<file path="config.mk">
export PLATFORM = sky130hd
export DESIGN_NAME = game_session_ctrl
export DESIGN_NICKNAME = d
export VERILOG_FILES = /design/src/rtl/game_session_ctrl.sv
export SDC_FILE = /design/constraint.sdc
export NUM_CORES = 1
export LEC_CHECK = 0
export BUFFER_PORTS_ARGS = -buffer_cell sky130_fd_sc_hd__buf_4
export CORE_MARGIN = 4
export CORE_UTILIZATION = 30
export CTS_CLUSTER_SIZE = 30
export DETAILED_ROUTE_END_ITERATION = 10
export GPL_TIMING_DRIVEN = 0
export SLEW_MARGIN = 5
export SYNTH_ARGS = -nofsm -noshare
export SYNTH_HDL_FRONTEND = slang
export SYNTH_SLANG_ARGS = --single-unit
export TNS_END_PERCENT = 20
</file>
<file path="constraint.sdc">
create_clock -name clk -period 4.8 [get_ports clk]
set_clock_uncertainty 0.15 [all_clocks]
set_input_delay 0.48 -clock clk [delete_from_list [all_inputs] [get_ports clk]]
set_output_delay 0.48 -clock clk [all_outputs]
set_load 0.1 [all_outputs]
</file>
<file path="src/rtl/game_session_ctrl.sv">
// game_session_ctrl: puzzle session FSM with elapsed-seconds timer, score capture and best-score tracking
module game_session_ctrl #(
  parameter int CLK_HZ = 50000000,
  parameter int SETTLE_CYC = 2
) (
  input  logic        clk,
  input  logic        reset,
  input  logic        start,
  input  logic        pause,
  input  logic        solved,
  input  logic        give_up,
  input  logic [6:0]  score_in,
  output logic [10:0] timer,
  output logic [2:0]  state,
  output logic [6:0]  final_score,
  output logic [6:0]  best_score,
  output logic        new_record,
  output logic        done
);
  localparam logic [2:0] IDLE = 3'd0, RUN = 3'd1, PAUSED = 3'd2, SETTLE = 3'd3, DONE = 3'd4;
  localparam int PW = (CLK_HZ > 1) ? $clog2(CLK_HZ) : 1;
  localparam int SW = $clog2(SETTLE_CYC + 1);
  localparam logic [PW-1:0] PMAX = PW'(CLK_HZ - 1);
  localparam logic [SW-1:0] SLAST = SW'(SETTLE_CYC - 1);
  logic [PW-1:0] presc;
  logic [SW-1:0] scnt;
  logic          wrap;
  assign wrap = presc == PMAX;
  always_ff @(posedge clk) begin
    if (reset) begin
      state <= IDLE;
      timer <= '0;
      presc <= '0;
      scnt <= '0;
      final_score <= '0;
      best_score <= '0;
      new_record <= 1'b0;
      done <= 1'b0;
    end else begin
      new_record <= 1'b0;
      case (state)
        IDLE, DONE: if (start) begin
          state <= RUN;
          timer <= '0;
          presc <= '0;
          done <= 1'b0;
        end
        RUN, PAUSED: begin
          if (state == RUN) begin
            presc <= wrap ? '0 : presc + PW'(1);
            if (wrap && timer != 11'd2047) timer <= timer + 11'd1;
          end
          if (solved) begin
            state <= SETTLE;
            scnt <= '0;
          end else if (give_up) begin
            state <= DONE;
            final_score <= '0;
            done <= 1'b1;
          end else if (pause) state <= (state == RUN) ? PAUSED : RUN;
        end
        SETTLE: begin
          scnt <= scnt + SW'(1);
          // score_in has had SETTLE_CYC cycles to reflect the frozen timer
          if (scnt == SLAST) begin
            state <= DONE;
            done <= 1'b1;
            final_score <= score_in;
            if (score_in > best_score) begin
              best_score <= score_in;
              new_record <= 1'b1;
            end
          end
        end
        default: begin
          state <= IDLE;
          done <= 1'b0;
        end
      endcase
    end
  end
endmodule

</file>
==> results of run 1 <==
[per-layer routing]
metal | vias up | share of wire
li1 | 1431 | -
met5 | - | 0
met2 | 54 | 0.46
met4 | 0 | 0.019
met3 | 11 | 0.050
met1 | 1357 | 0.48
[cell type report]
type / instances / share of cell area
Buffer: 13 / 0.0188
Clock buffer: 13 / 0.0393
Clock inverter: 3 / 0.00396
Inverter: 13 / 0.0129
Multi-Input combinational cell: 287 / 0.492
Sequential cell: 58 / 0.306
Tap cell: 136 / 0.0449
Timing Repair Buffer: 41 / 0.0812
[Yosys cell counts, types with 3 or more instances]
cell	number
xor2_1	14
nand2b_1	23
or3_1	3
nand2_1	36
o211ai_1	5
dfxtp_1	58
and2_1	3
nand3_1	26
nor2_1	31
clkbuf_1	7
inv_1	13
mux2i_1	11
and4_1	10
nand4_1	13
o21ai_0	13
or4_1	3
and3_1	6
ha_1	10
buf_4	6
xnor2_1	5
nor2b_1	5
nor3_1	6
a21oi_1	20
[registers in the layout, summed over array words and instances (netlist names)]
| signal | count |
|---|---|
| presc | 26 |
| timer | 11 |
| best_score | 7 |
| final_score | 7 |
| state | 3 |
| scnt | 2 |
| done | 1 |
| new_record | 1 |
[layout by cell type, fill, tap and decap left out, drive strengths merged, types with 3 or more instances in the layout]
cell     n
nand2   36
ha      10
clkinv   3
xor2    14
dfxtp   58
and3     6
nor3     8
nand3   28
nor2b    5
and4    10
nor4     3
nor2    32
and2     3
o31ai    3
nand4   14
a21oi   22
or3      3
clkbuf  20
buf     47
or4      3
inv     13
o211ai   5
mux2i   11
o21ai   13
a211oi   4
xnor2    5
nand2b  23
[stage by stage]
step / cell area [um2] / hold WS (ns)
after floorplan: 3150 / 0.299
after global placement: 3620 / 0.291
after detailed placement: 3620 / 0.298
after CTS: 3790 / 0.267
after global routing: 3790 / 0.273
final: 3790 / 0.282
[critical path: cells and delay by family (launching register included)]
family	cells	cell delay, ns
compound gates	3	1.01
fa+ha+maj	1	0.28
buf+inv	1	0.05
flops	1	0.34
mux	1	0.26
simple gates	1	0.13
[cell families after synthesis]
kind of cell	after synthesis	share of synthesized area
and+or+nand+nor	186	0.334
xor gates and xnor gates	19	0.0529
adders and majority gates	10	0.0398
AOI/OAI and AO/OA	61	0.131
buffers and inverters	26	0.0382
muxes	11	0.0350
DFF	58	0.369
[report_power, final]
group	internal [mW]	total (mW)	switching [mW]
clock network	0.199	0.388	0.189
logic	0.0962	0.322	0.225
registers	0.497	0.513	0.0159
total	0.793	1.22	0.430
[worst paths after layout]
check / from / endpoint / slack, ns / cells after the start
setup / recovery: best_score[1]$_SDFFE_PP0P_ / best_score[5]$_SDFFE_PP0P_ / 2.50 / 7
hold reg to reg: final_score[4]$_SDFFE_PP0P_ / final_score[4]$_SDFFE_PP0P_ / 0.31 / 2
hold / removal: score_in[4] / best_score[4]$_SDFFE_PP0P_ / 0.28 / 3
setup reg to reg: best_score[1]$_SDFFE_PP0P_ / best_score[5]$_SDFFE_PP0P_ / 2.50 / 7
==> impl_metrics.yaml, run 1 <==
outcome:
  outcome: "finished, final reports clean"
cells_and_area:
  finalNetCount: 446
  n_fill_cell: 1081
  final_cells: 564
  area_growth_syn_to_layout_pct: 20.4
  antenna_cells: 0
  final_core_util: 0.369
  multi_input_comb_area_um2: 1870
  ff_latch_area_um2: 1160
  drive_above_1_share: 0.178
global_routing:
  antenna_found_initial: 0
  grt_pass1_vias: 2719
  grt_pass1_wl_mm: 13.2
  grt_max_degree: 11
  grt.met2_usage: 0.203
  global_route.peak_usage_layer: "met2"
  grt_usage: 0.129
  met1_usage: 0.168
  grt-ovfl-total: 0
  met3_usage: 0.0367
setup_path:
  startpoint_type: "flip-flop"
  worst_path_largest_cell_delay_ns: 0.77
  required_ns: 4.92
  cp-end-kind: "flip-flop"
  critPathSlowestCell: "o31ai_2"
  critPathMaxFanout: 8
  crit_arrival_ns: 2.42
  critPathKind: "flip-flop to flip-flop"
  path_cells: "inv_1, ha_1, nor2b_1, o21ai_0, a21oi_1, o31ai_2, mux2i_1"
power_and_ir_drop:
  total_power_mw: 1.22
  p_leak_nw: 1.42
  peakVddDrop_mv: 0.177
  power_density_nw_per_um2: 323
synthesis:
  synthTopCellsByArea: "dfxtp_1, nand2b_1, nand2_1"
  yosysTopAreaCell: "dfxtp_1"
  ys_warn_count: 0
  ys_async_sr_fraction: 0
  syn-cell-area_um2: 3150
  syn-num-nets: 394
  synthFlopType: "dfxtp_1"
  synth_edf_count: 0
  syn_area_per_cell_um2: 8.48
  synth-seq-cells: 58
  ys_types: 57
  synth_top_cell_area_share: 0.369
  ys_seq_area_frac: 0.369
  syn_inst: 371
route:
  drc: 0
  wire_per_inst_um: 13.4
  via_per_inst: 5.06
  drtIter0Drc: 113
  drt_wl_total_mm: 7.56
  vias: 2853
  dr.pass1.iters: 4
  antenna_left: 0
clock_network:
  ctsHtreeMaxLevel: 3
  cts-resized-gates: 0
  postCtsSetupBuffers: 0
  clock-sinks: 58
  cts_buffers: 9
  cts_hold_buf: 0
  clkTransAtPathRegs_ns: 0.06
  root_buffer: "clkbuf_8"
  cts_tree: "yes"
  clock_latency_ns: 0.34
  clockBufferDepth: 2
sta:
  report.final.setup_viol: 0
  min_period_ns: 2.30
  slew_headroom: 0.386
  fin_crit_sh: 0.479
  worst_slack_ns: 2.50
  fmax_ghz: 0.435
  rsz0062_at_grt: "no"
  hold_viol_final: 0
  fin_tns_setup_ns: 0
  drv_slew: 0
  tightest_slew_ns: 0.915
floorplan:
  initial_utilization: 0.306
  std_cell_rows: 37
  die_height_um: 110
  die_w_um: 110
  io_pins: 43
  core-area_um2: 10300
  die_area_um2: 12200
flow_run:
  cap_violations: 0
placed_design:
  place.gp.congestion: 0.818
  post-place-ws_ns: 2.25
  port_buffers: 41
  hpwl_mm: 5.57
  post-place-cells: 548
min_path:
  hold_path_class: "primary input to flip-flop"
No activity file was read; power rests on OpenSTA's default activity.
==> inputs of run 2 (changes only) <==
==> constraint.sdc (replaced) <==
create_clock -name clk -period 2.3 [get_ports clk]
set_clock_uncertainty 0.15 [all_clocks]
set_input_delay 0.23 -clock clk [delete_from_list [all_inputs] [get_ports clk]]
set_output_delay 0.23 -clock clk [all_outputs]
set_load 0.1 [all_outputs]
==> run 2 against run 1 <==
Against the previous run:
- cell area up 2.3%
- flip-flop and latch count unchanged
- clock power is 150% higher
- fmax increased by 4.0%
- worst hold slack worse by 0.26 ns
- die area did not move
- combinational power grew 120%
==> impl_metrics.yaml, run 2 (synthesis gave the netlist of run 1 again) <==
outcome:
  outcome: "finished, final reports clean"
sta:
  min_period_ns: 2.21
  fmax_ghz: 0.452
  drv_slew: 0
  slew_headroom: 0.548
  tightest_slew_ns: 0.678
  hold_viol_final: 0
  fin_crit_sh: 0.961
  rsz0062_at_grt: "yes"
  report.final.setup_viol: 0
  fin_tns_setup_ns: 0
  worst_slack_ns: 0.0886
setup_path:
  crit_buf_inv: 0
  critPathSlowestCell: "a21oi_1"
  path_cells: "ha_1, nand2b_1, a21oi_1, nand4_1, or3_1, a21oi_1"
  cp-end-kind: "flip-flop"
  crit_family: "simple AND/OR/NAND/NOR gates"
  cp.depth: 6
  crit_top_cell: "a21oi_1"
  required_ns: 2.42
  critPathMaxFanout: 5
  critPathKind: "flip-flop to flip-flop"
  crit_arrival_ns: 2.33
  startpoint_type: "flip-flop"
  worst_path_largest_cell_delay_ns: 0.41
  ff2ff_path_depth: 6
route:
  wire_per_inst_um: 13.9
  drt_wl_total_mm: 7.87
  drtIter0Drc: 138
  antenna_left: 0
  via_per_inst: 5.12
  dr.pass1.iters: 4
  vias: 2893
  drc: 0
cells_and_area:
  reg_top3: "presc: 26 flops, timer: 11 flops"
  largest_register: "presc"
  antenna_cells: 0
  drive_above_1_share: 0.212
  finalNetCount: 447
  final_core_util: 0.377
  final_area_um2: 3870
  final_cells: 565
  largest_register_ffs: 26
  final_cell_mix: "dfxtp_1, buf_4, nand2_1"
  area_growth_syn_to_layout_pct: 23.1
  layout_commonest_cell: "dfxtp_1"
clock_network:
  cts_tree: "yes"
  clock_latency_ns: 0.34
  clockBufferDepth: 2
  clkTransAtPathRegs_ns: 0.07
  cts_buffers: 9
  clock-sinks: 58
  root_buffer: "clkbuf_8"
  ctsHtreeMaxLevel: 3
flow_run:
  cap_violations: 0
min_path:
  holdPathStages: 3
  hold_path_class: "primary input to flip-flop"
power_and_ir_drop:
  peakVddDrop_mv: 0.291
  power_density_nw_per_um2: 707
  p_leak_nw: 1.44
floorplan:
  die_area_um2: 12200
  initial_utilization: 0.306
  core-area_um2: 10300
  die_w_um: 110
  std_cell_rows: 37
  die_height_um: 110
  io_pins: 43
global_routing:
  grt_pass1_wl_mm: 13.4
  antenna_found_initial: 0
  grt_max_degree: 12
  grt_pass1_vias: 2759
  grt-ovfl-total: 0
  grt_usage: 0.131
placed_design:
  post-place-ws_ns: 0.0517
  post-place-cells: 548
  port_buffers: 41
  place_area_um2: 3650
  hpwl_mm: 5.78
  place.gp.congestion: 0.831
==> run 2: cell count changes in the layout (fill, tap and decap cells not counted), sizes merged <==
cell / change
dlygate4sd3: +1
clkbuf: -3
bufinv: +1
clkinv: -1
clkinvlp: +3
==> run 2: per-layer routing <==
metal | track usage | wire length [um]
met2 | 0.206 | 3650
met3 | 0.0285 | 345
met1 | 0.173 | 3750
met4 | 0.0542 | 133
met5 | 0 | 0
==> run 2: power by group <==
part | total (mW) | switching (mW) | leakage [nW] | internal, mW
clock | 0.968 | 0.439 | 0.0945 | 0.529
combinational | 0.698 | 0.490 | 0.874 | 0.208
sequential | 1.07 | 0.0344 | 0.473 | 1.04
==> run 2: final timing paths <==
kind | to | startpoint | slack, ns
setup / recovery | presc[24]$_SDFFE_PP0P_ | presc[0]$_SDFFE_PP0P_ | 0.09
hold / removal | best_score[1]$_SDFFE_PP0P_ | score_in[1] | 0.02
setup reg to reg | presc[24]$_SDFFE_PP0P_ | presc[0]$_SDFFE_PP0P_ | 0.09
hold reg to reg | final_score[4]$_SDFFE_PP0P_ | final_score[4]$_SDFFE_PP0P_ | 0.31
==> run 2: stage by stage <==
step	hold WS [ns]	power (mW)
2_1_floorplan	0.225	1.60
3_5_place_dp	0.300	1.78
4_1_cts	0.000787	2.75
3_3_place_gp	0.292	1.76
6_report	0.0177	2.74
5_1_grt	0.0144	2.87
==> run 2: cell type report <==
| class | count | area [um2] |
|---|---|---|
| multi-input combinational | 287 | 1890 |
| buffer | 13 | 71.3 |
| clock inverter | 6 | 66.3 |
| sequential | 58 | 1170 |
| tap | 136 | 170 |
| inverter | 13 | 48.8 |
| clock buffer | 10 | 138 |
| timing repair buffer | 42 | 318 |
| fill | 1061 | 6400 |
==> run 2: worst min-delay path, cell delays in order <==
cell	delay (ns)
buf_4	0.12
nand2b_1	0.06
mux2i_1	0.05
==> run 2: repair_timing <==
action                                  in CTS  in global routing
gates resized for setup                      0                  3
hold buffers                                 1                  0
buffers inserted                             0                  0
endpoints found under the setup margin       0                 31
endpoints found under the hold margin        1                  0
==> inputs of run 3 (changes only) <==
--- a/config.mk
+++ b/config.mk
@@ -11,6 +11,7 @@
 export CTS_CLUSTER_SIZE = 30
 export DETAILED_ROUTE_END_ITERATION = 10
 export GPL_TIMING_DRIVEN = 0
+export PLACE_DENSITY = 0.59
 export SLEW_MARGIN = 5
 export SYNTH_ARGS = -nofsm -noshare
 export SYNTH_HDL_FRONTEND = slang
==> run 3 against run 2 <==
Against the previous run:
- non-clock buffer count fell by 1
- via count fell by 0.66%
- critical path depth did not move
- fmax rose by 1.2%
- largest power group unchanged
- clock-buffer cell count rose by 3
- clock power rose by 2.3%
- total power rose by 0.77%
- sequential share of layout area barely moved
- die area did not move
- first-iteration DRC count rose by 2.9%
- flip-flop and latch count did not move
==> impl_metrics.yaml, run 3 (synthesis gave the netlist of run 1 again) <==
outcome:
  outcome: "finished, final reports clean"
setup_path:
  required_ns: 2.43
  reg2reg_to: "timer[6]$_SDFFE_PP0P_"
  cp-startpoint: "state[0]$_SDFFE_PP0P_"
  cp-endpoint: "timer[6]$_SDFFE_PP0P_"
  startpoint_type: "flip-flop"
  ff2ff_path_depth: 6
  worst-r2r-setup-slack_ns: 0.12
  critPathKind: "flip-flop to flip-flop"
  critPathMaxFanout: 10
  crit_arrival_ns: 2.32
  r2r-start: "state[0]$_SDFFE_PP0P_"
  cp-end-kind: "flip-flop"
cells_and_area:
  multi_input_comb_area_um2: 1890
  area_growth_syn_to_layout_pct: 22.9
  largest_register_ffs: 26
  largest_register: "presc"
  layout_commonest_cell: "dfxtp_1"
  antenna_cells: 0
  n_fill_cell: 1069
  reg_top3: "presc: 26 flops, timer: 11 flops"
  drive_above_1_share: 0.211
  final_cells: 563
  ff_latch_area_um2: 1170
  finalNetCount: 446
  final_core_util: 0.376
  final_cell_mix: "dfxtp_1, buf_4, nand2_1"
  final_area_um2: 3870
floorplan:
  initial_utilization: 0.306
  io_pins: 43
  die_height_um: 110
  core-area_um2: 10300
  die_area_um2: 12200
  std_cell_rows: 37
  die_w_um: 110
placed_design:
  place.gp.congestion: 0.830
  hpwl_mm: 5.72
  post-place-cells: 548
  port_buffers: 41
  place_area_um2: 3650
sta:
  drv_slew: 0
  min_period_ns: 2.18
  whs_ns: 0.0163
  tightest_slew_ns: 0.746
  slew_headroom: 0.503
  rsz0062_at_grt: "yes"
  fin_crit_sh: 0.950
  fin_tns_setup_ns: 0
  fmax_ghz: 0.458
  report.final.setup_viol: 0
  hold_viol_final: 0
power_and_ir_drop:
  power_density_nw_per_um2: 714
  peakVddDrop_mv: 0.420
  p_leak_nw: 1.45
global_routing:
  grt-ovfl-total: 0
  antenna_found_initial: 0
  grt_pass1_wl_mm: 13.6
  grt_usage: 0.132
  grt_max_degree: 11
  grt_pass1_vias: 2807
route:
  antenna_left: 0
  drt_wl_total_mm: 7.92
  via_per_inst: 5.10
  drtIter0Drc: 142
  dr.pass1.iters: 4
  wire_per_inst_um: 14.1
  drc: 0
  vias: 2874
clock_network:
  clock_latency_ns: 0.34
  root_buffer: "clkbuf_8"
  clkTransAtPathRegs_ns: 0.07
  clock-sinks: 58
  ctsHtreeMaxLevel: 3
  cts_buffers: 9
  cts_hold_buf: 0
  clockBufferDepth: 2
  cts_tree: "yes"
min_path:
  hold_path_class: "primary input to flip-flop"
flow_run:
  cap_violations: 0
==> run 3: layout make-up <==
| type | count | share of cell area |
|---|---|---|
| clock buffer | 13 | 0.0437 |
| timing repair buffer | 41 | 0.0796 |
| inverter | 13 | 0.0126 |
| buffer | 13 | 0.0184 |
| tap | 136 | 0.0440 |
| clock inverter | 2 | 0.00906 |
| multi-input combinational | 287 | 0.489 |
| sequential | 58 | 0.303 |
==> run 3: metrics by stage <==
stage               total power, mW  setup WS, ns
global route                   2.89      -0.00148
finish                         2.76         0.115
global placement               1.76        0.0544
CTS                            2.77        0.0299
detailed placement             1.78        0.0647
floorplan                      1.60        -0.210
==> run 3: power by group <==
part           internal [mW]  total [mW]  switching, mW
logic                  0.207       0.698          0.491
registers               1.04        1.07         0.0338
clock network          0.582       0.990          0.408
==> run 3: how the worst min path moves through the flow <==
stage	slack [ns]	cells after the start	to	startpoint
6_report	0.02	3	best_score[4]$_SDFFE_PP0P_	score_in[4]
2_1_floorplan	0.22	2	best_score[0]$_SDFFE_PP0P_	score_in[0]
4_1_cts	0.0009	3	best_score[4]$_SDFFE_PP0P_	score_in[4]
3_3_place_gp	0.29	2	final_score[0]$_SDFFE_PP0P_	final_score[0]$_SDFFE_PP0P_
3_5_place_dp	0.30	2	final_score[5]$_SDFFE_PP0P_	final_score[5]$_SDFFE_PP0P_
5_1_grt	0.03	3	best_score[4]$_SDFFE_PP0P_	score_in[4]
==> run 3: critical path, stage by stage, from the launching register on <==
cell	delay, ns
dfxtp_2	0.34
buf_4	0.17
xnor2_1	0.18
nor3_2	0.49
nand2_1	0.18
or4_1	0.53
nand3_1	0.09
==> run 3: per-layer routing <==
layer,vias to the layer above,share of wire,track usage
met2,71,0.45,0.207
met1,1354,0.49,0.178
met4,0,0.017,0.0427
li1,1435,-,-
met3,14,0.045,0.0334
met5,-,0,0
==> run 3: repair_timing <==
item                       in CTS  in global routing
setup endpoints to repair       0                 29
setup buffers                   0                  0
resized for setup               0                  4
